`src/rtl/uart_tx.sv`:
```
// Buffered 8N1 UART transmitter: a small byte FIFO feeding a start/data/stop
// serialiser that runs queued frames back-to-back at CLKS_PER_BIT clocks per bit.
module uart_tx #(
  parameter int CLKS_PER_BIT = 104,
  parameter int FIFO_DEPTH   = 4
) (
  input  logic                          CLK,
  input  logic                          RESET,
  input  logic [7:0]                    wr_data,
  input  logic                          wr_valid,
  output logic                          wr_ready,
  output logic                          TXD,
  output logic                          busy,
  output logic [$clog2(FIFO_DEPTH):0]   level
);

  localparam int PW = $clog2(FIFO_DEPTH);
  localparam int BW = $clog2(CLKS_PER_BIT);
  localparam logic [BW-1:0] BAUD_LAST = BW'(CLKS_PER_BIT - 1);
  localparam logic [PW:0]   FULL_CNT  = (PW+1)'(FIFO_DEPTH);

  typedef enum logic [1:0] {IDLE, START, DATA, STOP} state_t;

  state_t        state;
  logic [7:0]    mem [FIFO_DEPTH];
  logic [PW-1:0] wr_ptr;
  logic [PW-1:0] rd_ptr;
  logic [PW:0]   count;
  logic [BW-1:0] baud_cnt;
  logic [2:0]    bit_idx;
  logic [7:0]    shift;
  logic          not_empty;
  logic          accept;
  logic          pop;
  logic          baud_tc;

  // Ready depends only on the registered count, so a same-cycle pop never frees a slot.
  assign not_empty = (count != '0);
  assign wr_ready  = (count != FULL_CNT);
  assign accept    = wr_valid && wr_ready;
  assign baud_tc   = (baud_cnt == BAUD_LAST);
  assign pop       = not_empty && ((state == IDLE) || ((state == STOP) && baud_tc));
  assign level     = count;
  assign busy      = (state != IDLE) || not_empty;

  // NOTE: FIFO storage has no reset; emptiness is tracked by count alone, so stale bytes are never read.
  always_ff @(posedge CLK) begin
    if (accept) mem[wr_ptr] <= wr_data;
  end

  // NOTE: all sequential state uses non-blocking assignments so every register sees pre-edge values.
  always_ff @(posedge CLK or posedge RESET) begin
    if (RESET) begin
      wr_ptr <= '0;
      rd_ptr <= '0;
      count  <= '0;
    end else begin
      if (accept) wr_ptr <= wr_ptr + 1'b1;
      if (pop)    rd_ptr <= rd_ptr + 1'b1;
      if (accept && !pop)      count <= count + 1'b1;
      else if (pop && !accept) count <= count - 1'b1;
    end
  end

  always_ff @(posedge CLK or posedge RESET) begin
    if (RESET) begin
      state    <= IDLE;
      TXD      <= 1'b1;
      baud_cnt <= '0;
      bit_idx  <= '0;
      shift    <= '0;
    end else begin
      if (state == IDLE || baud_tc) baud_cnt <= '0;
      else                          baud_cnt <= baud_cnt + 1'b1;

      case (state)
        IDLE: begin
          if (pop) begin
            shift <= mem[rd_ptr];
            TXD   <= 1'b0;
            state <= START;
          end
        end
        START: begin
          if (baud_tc) begin
            TXD     <= shift[0];
            bit_idx <= '0;
            state   <= DATA;
          end
        end
        DATA: begin
          if (baud_tc) begin
            shift <= {1'b0, shift[7:1]};
            if (bit_idx == 3'd7) begin
              TXD   <= 1'b1;
              state <= STOP;
            end else begin
              bit_idx <= bit_idx + 1'b1;
              TXD     <= shift[1];
            end
          end
        end
        STOP: begin
          // A queued byte starts its start bit immediately, with no idle cycle.
          if (baud_tc) begin
            if (pop) begin
              shift <= mem[rd_ptr];
              TXD   <= 1'b0;
              state <= START;
            end else begin
              TXD   <= 1'b1;
              state <= IDLE;
            end
          end
        end
        default: state <= IDLE;
      endcase
    end
  end

endmodule
```
`config.mk`:
```
export PLATFORM = sky130hd
export DESIGN_NAME = uart_tx
export DESIGN_NICKNAME = d
export VERILOG_FILES = /design/src/rtl/uart_tx.sv
export SDC_FILE = /design/constraint.sdc
export NUM_CORES = 1
export LEC_CHECK = 0
export BUFFER_PORTS_ARGS = -buffer_cell sky130_fd_sc_hd__buf_2
export CAP_MARGIN = 20
export CORE_MARGIN = 3
export CORE_UTILIZATION = 50
export CTS_BUF_LIST = sky130_fd_sc_hd__clkbuf_4 sky130_fd_sc_hd__clkbuf_8
export CTS_CLUSTER_SIZE = 25
export DETAILED_ROUTE_END_ITERATION = 8
export GPL_TIMING_DRIVEN = 0
export PLACE_DENSITY = 0.68
export SLEW_MARGIN = 20
export SYNTH_ARGS = -nofsm -noshare
export SYNTH_HDL_FRONTEND = slang
export SYNTH_SLANG_ARGS = --single-unit
export TNS_END_PERCENT = 5
```
`constraint.sdc`:
```
create_clock -name CLK -period 5.19 [get_ports CLK]
set_clock_uncertainty 0.2 [all_clocks]
set_input_delay 0.7785 -clock CLK [delete_from_list [all_inputs] [get_ports CLK]]
set_output_delay 0.7785 -clock CLK [all_outputs]
set_load 0.005 [all_outputs]
```
Yosys cells after proc, flatten, opt, wreduce, memory -nomap -nowiden
Memory sizes are Yosys's and may differ from the RTL's. Cells that the tools add are included.

Bits in registers: 28. Output and inout port bits: 6. Input bits: 11. Memories kept: 1. Bits in writable memories: 32. Word-level logic and storage cells: 74.

Memory list: mem (words 4, bits a word 8, rd ports 1, clocked after Yosys merged registers in 0, write ports 1, line 25) `logic [7:0] mem [FIFO_DEPTH];`.

Equality and inequality tests: 12. Mux-type cells: 27. Add/subtract/negate cells: 6. Reductions and logical operators: 20.

Operator list (number): 8-bit two-way mux (3); 8-bit case mux with 3 select lines (1); 3-bit two-way mux (5); 2-bit != test (second input constant) (6); 2-bit two-way mux (5); 1-bit two-way mux (9); 2-bit case mux with 4 select lines (1); 4-bit AND reduction (2); 7-bit by 1-bit adder with 7-bit output (second input constant) (1); 7-bit equality test (second input constant) (1); 7-bit two-way mux (1); 3-bit by 1-bit adder with 3-bit output (second input constant) (2); 3-bit case mux with 2 select lines (1); 2-bit nonzero test (3); 3-bit nonzero test (2); 1-bit logical AND (5); 5-bit AND reduction (1); 2-bit by 1-bit adder with 2-bit output (second input constant) (2); 2-bit equality test (second input constant) (2); 1-bit case mux with 4 select lines (1); 3-bit equality test (second input constant) (1); 1-bit logical OR (3); 3-bit != test (second input constant) (1); 3-bit AND reduction (1); 4 further kinds (5).

Depth between registers and ports, before layout
Depth in word-level cells: 7. Depth in mapped cells: 11.

Worst setup path before layout
Ideal clock, no wire load.

Path type: reg-to-reg. From: register baud_cnt[0]. To: register count[1], in the netlist level[1]. Arrival time: 2238 ps. Cell stages (with the launch flop): 10. Path slack: 2627 ps. Clock period less this slack: 2563 ps. Library setup time: 125 ps. Path through: dfrtp_1 ha_1 and3_1 clkbuf_1 a31oi_1 or2_2 ha_1 inv_1 fa_1 mux2_2.

Cells in the longest elaborated chain, start to end: 7. Elaborated cells between the ends (all ways): 9.

RTL lines: from (decl) (line 29) `logic [BW-1:0] baud_cnt;`; from (signal assigned) (line 74) `else baud_cnt <= baud_cnt + 1'b1;`; 7-bit equality test * (line 41) `assign baud_tc = (baud_cnt == BAUD_LAST);`; 1-bit logical AND * (line 42) `assign pop = not_empty && ((state == IDLE) || ((state == STOP) && baud_tc));`; 1-bit logical OR * (line 42); 1-bit logical AND * (line 42); 1-bit logical NOT (line 60) `if (accept && !pop) count <= count + 1'b1;`; 1-bit logical AND (line 60); 3-bit two-way mux / 2-bit nonzero test (equally long branches); to (signal assigned) (line 60); to (signal assigned) (line 61) `else if (pop && !accept) count <= count - 1'b1;`; to (decl) (line 28) `logic [PW:0] count;`.

Every way passes the cells marked *; elsewhere a longest branch is shown, timed or not. A chain may end at the register's enable or synchronous reset.

Final worst setup path
Same ends and word-level chain as after synthesis.

==> run summary <==
outcome: complete, no violations
critical register-to-register path startpoint: baud_cnt[0]$_DFF_PP0_
Worst R2R Path Depth: 9
Rows: 26
Avg Cell Area, Syn: 14.8 um^2
hold path start: baud_cnt[0]$_DFF_PP0_
commonest non-fill, non-tap cell in the layout: edfxtp_1
crit path cell chain: ha_1, and3_1, clkbuf_1, a31oi_1, or2_2, ha_1, inv_1, fa_1, mux2_2
FF+latch count, synth: 60
Relative slew margins: 0.608
first-pass GRT wire length: 8440 um
worst hold path depth: 1
Yosys warnings: 0
layout cell share with drive strength beyond 1: 0.320
syn nets: 216
fillers: 387
most frequent cells in the layout: edfxtp_1, dfrtp_1, mux2_2, buf_2, ha_1
Starting DRT DRC Count: 104
Crit path top cell by count: ha_1
Worst Hold Path EP: baud_cnt[0]$_DFF_PP0_
final hold violation count: 0
Setup TNS: 0 ps
Die Height: 81 um
Synth area leaders: edfxtp_1, dfrtp_1, mux2_2
area share of the largest cell type after synthesis: 0.342
# port buffers: 16
Max Buffers Root-to-Sink: 2
final core area utilization: 0.607
clock root cell: clkbuf_8
peak supply drop: 245 uV
CTS hold repair buffers: 0
CP endpoint kind: flop
area delta synth->final: 13.7%
Power, Total: 0.00126 W
cts repair resizes: 0
All-Layer GR Usage: 0.176
drt via density: 5.69
post-layout min period: 2880 ps
FMAX: 348 MHz
clock latency on the worst-skew pair: 330 ps
total CTS buffers: 9
slowest stage cell, crit path: fa_1
CP max FO: 7
Critical R2R Capture: level[1]$_DFFE_PP0P_
Seq/Total Area, Yosys: 0.591
pins over their slew limit: 0
pwr/cell area: 395 nW/um^2
RSZ-0062 raised after global routing: false
Antenna Nets Post-Route: 0
RePlAce Congestion: 0.775
number of diodes: 0
HPWL Detailed: 3490 um
post-synthesis instance total: 190
Synth area leader: edfxtp_1
maxcap violations: 0
die width: 81 um
critical path required time: 5200 ps
Reg2Reg Setup Slack: 2310 ps
initial antenna violation count: 0
max incr delay on CP: 400 ps
per-cell routed wire length: 17.3 um
fin nets: 243
Final Setup Violations: 0
pin count of the biggest net entering global routing: 29
H-tree depth: 3
synth unique cells: 47
Syn Std Cell Area: 2810 um^2
vias in the first global route: 1778
IO Pins: 17
Routed WL: 5060 um
type of the worst setup path: flop to flop
# DRC: 0
leak pwr: 1.27 nW
Critical Path AT: 2890 ps
Post CTS Setup Buffer Count: 0
CP startpoint kind: flop
CTS tree: yes
Initial Util: 0.534
worst slew pin tran: 587 ps
core area: 5270 um^2
grt ovf: 0
Hold Crit Class: flop to flop
period utilization: 0.554
Clk pin slew, worst setup/hold paths: 60 ps
vias: 1662
die area: 6560 um^2
1st-pass router iterations: 4
register area: 1660 um^2
Sink Count: 60
area of the multi-input gates: 1090 um^2
[worst max-delay path, delay by kind of cell (launching register included)]
kind	cells	cell delay, ps
multiplexers	1	270
adder cells (fa/ha/maj)	3	880
AND/OR/NAND/NOR	2	520
AO/OA/AOI/OAI	1	170
flip-flops	1	370
buffers and inverters	2	340
[power breakdown]
| part | internal, W | switching [W] |
|---|---|---|
| registers | 0.000580 | 0.0000406 |
| logic | 0.0000789 | 0.0000962 |
| clock network | 0.000291 | 0.000175 |
[kinds of logic (layout without fill, tap and decap cells)]
family / count (synthesis) / count (layout) / share of synthesized area
AO/OA/AOI/OAI: 24 / 24 / 0.0658
XOR/XNOR: 10 / 10 / 0.0311
adder cells (fa/ha/maj): 15 / 15 / 0.0694
buffers and inverters: 14 / 46 / 0.0205
flip-flops: 60 / 60 / 0.591
multiplexers: 27 / 27 / 0.140
AND/OR/NAND/NOR: 40 / 40 / 0.0823
[cell type report]
type / instances / area share
Timing Repair Buffer: 16 / 0.0250
Inverter: 8 / 0.00939
Tap cell: 70 / 0.0274
Clock inverter: 3 / 0.0203
Sequential cell: 60 / 0.520
Buffer: 6 / 0.00860
Clock buffer: 13 / 0.0481
Multi-Input combinational cell: 116 / 0.341
[sequential cells by signal, summed over array words and instances, names as in the netlist]
name      flops
baud_cnt      7
TXD           1
wr_ptr        2
shift         8
rd_ptr        2
mem          32
level         3
bit_idx       3
state         2
[cells in the mapped netlist, drive strengths merged]
| cell | instances |
|---|---|
| nor3b | 2 |
| a22o | 4 |
| and3 | 6 |
| o32a | 1 |
| xnor2 | 6 |
| and2 | 2 |
| o21a | 1 |
| a21oi | 3 |
| mux2 | 18 |
| dfstp | 1 |
| edfxtp | 32 |
| nand4 | 1 |
| nand3 | 5 |
| inv | 8 |
| or4b | 1 |
| buf | 2 |
| o21ai | 6 |
| a221o | 1 |
| o31a | 1 |
| nor2 | 6 |
| o2bb2ai | 1 |
| a22oi | 1 |
| clkbuf | 4 |
| or3b | 1 |
| mux4 | 8 |
| fa | 1 |
| or4 | 1 |
| nand2 | 7 |
| or2 | 1 |
| o211ai | 2 |
| mux2i | 1 |
| ha | 14 |
| dfrtp | 27 |
| xor2 | 4 |
| o221a | 1 |
| nor3 | 6 |
| a31o | 1 |
| nor2b | 1 |
| a31oi | 1 |
[layer usage]
metal  routed length (um)  up-vias  GRT usage
met1                 2220      851      0.226
met4                   99        0     0.0760
met5                    0        -          0
met3                  167       11     0.0432
li1                     -      771          -
met2                 2570       29      0.287
[through the flow]
step	hold slack [ps]	instances	cell area, um^2	setup slack (ps)
2_1_floorplan	230	190	2810	2630
3_3_place_gp	247	276	2980	2420
3_5_place_dp	258	276	2980	2370
4_1_cts	267	292	3200	2330
5_1_grt	280	292	3200	2170
6_report	265	292	3200	2310
[worst max path at each step]
| stage | from | to | slack (ps) | depth (start not counted) |
|---|---|---|---|---|
| after floorplan | baud_cnt[0]$_DFF_PP0_ | level[1]$_DFFE_PP0P_ | 2630 | 9 |
| after global placement | baud_cnt[0]$_DFF_PP0_ | level[1]$_DFFE_PP0P_ | 2420 | 9 |
| after detailed placement | state[0]$_DFFE_PP0P_ | level[1]$_DFFE_PP0P_ | 2370 | 9 |
| after CTS | baud_cnt[0]$_DFF_PP0_ | level[1]$_DFFE_PP0P_ | 2330 | 9 |
| after global routing | state[0]$_DFFE_PP0P_ | level[1]$_DFFE_PP0P_ | 2170 | 9 |
| final | baud_cnt[0]$_DFF_PP0_ | level[1]$_DFFE_PP0P_ | 2310 | 9 |
(Power assumes the default switching activity.)
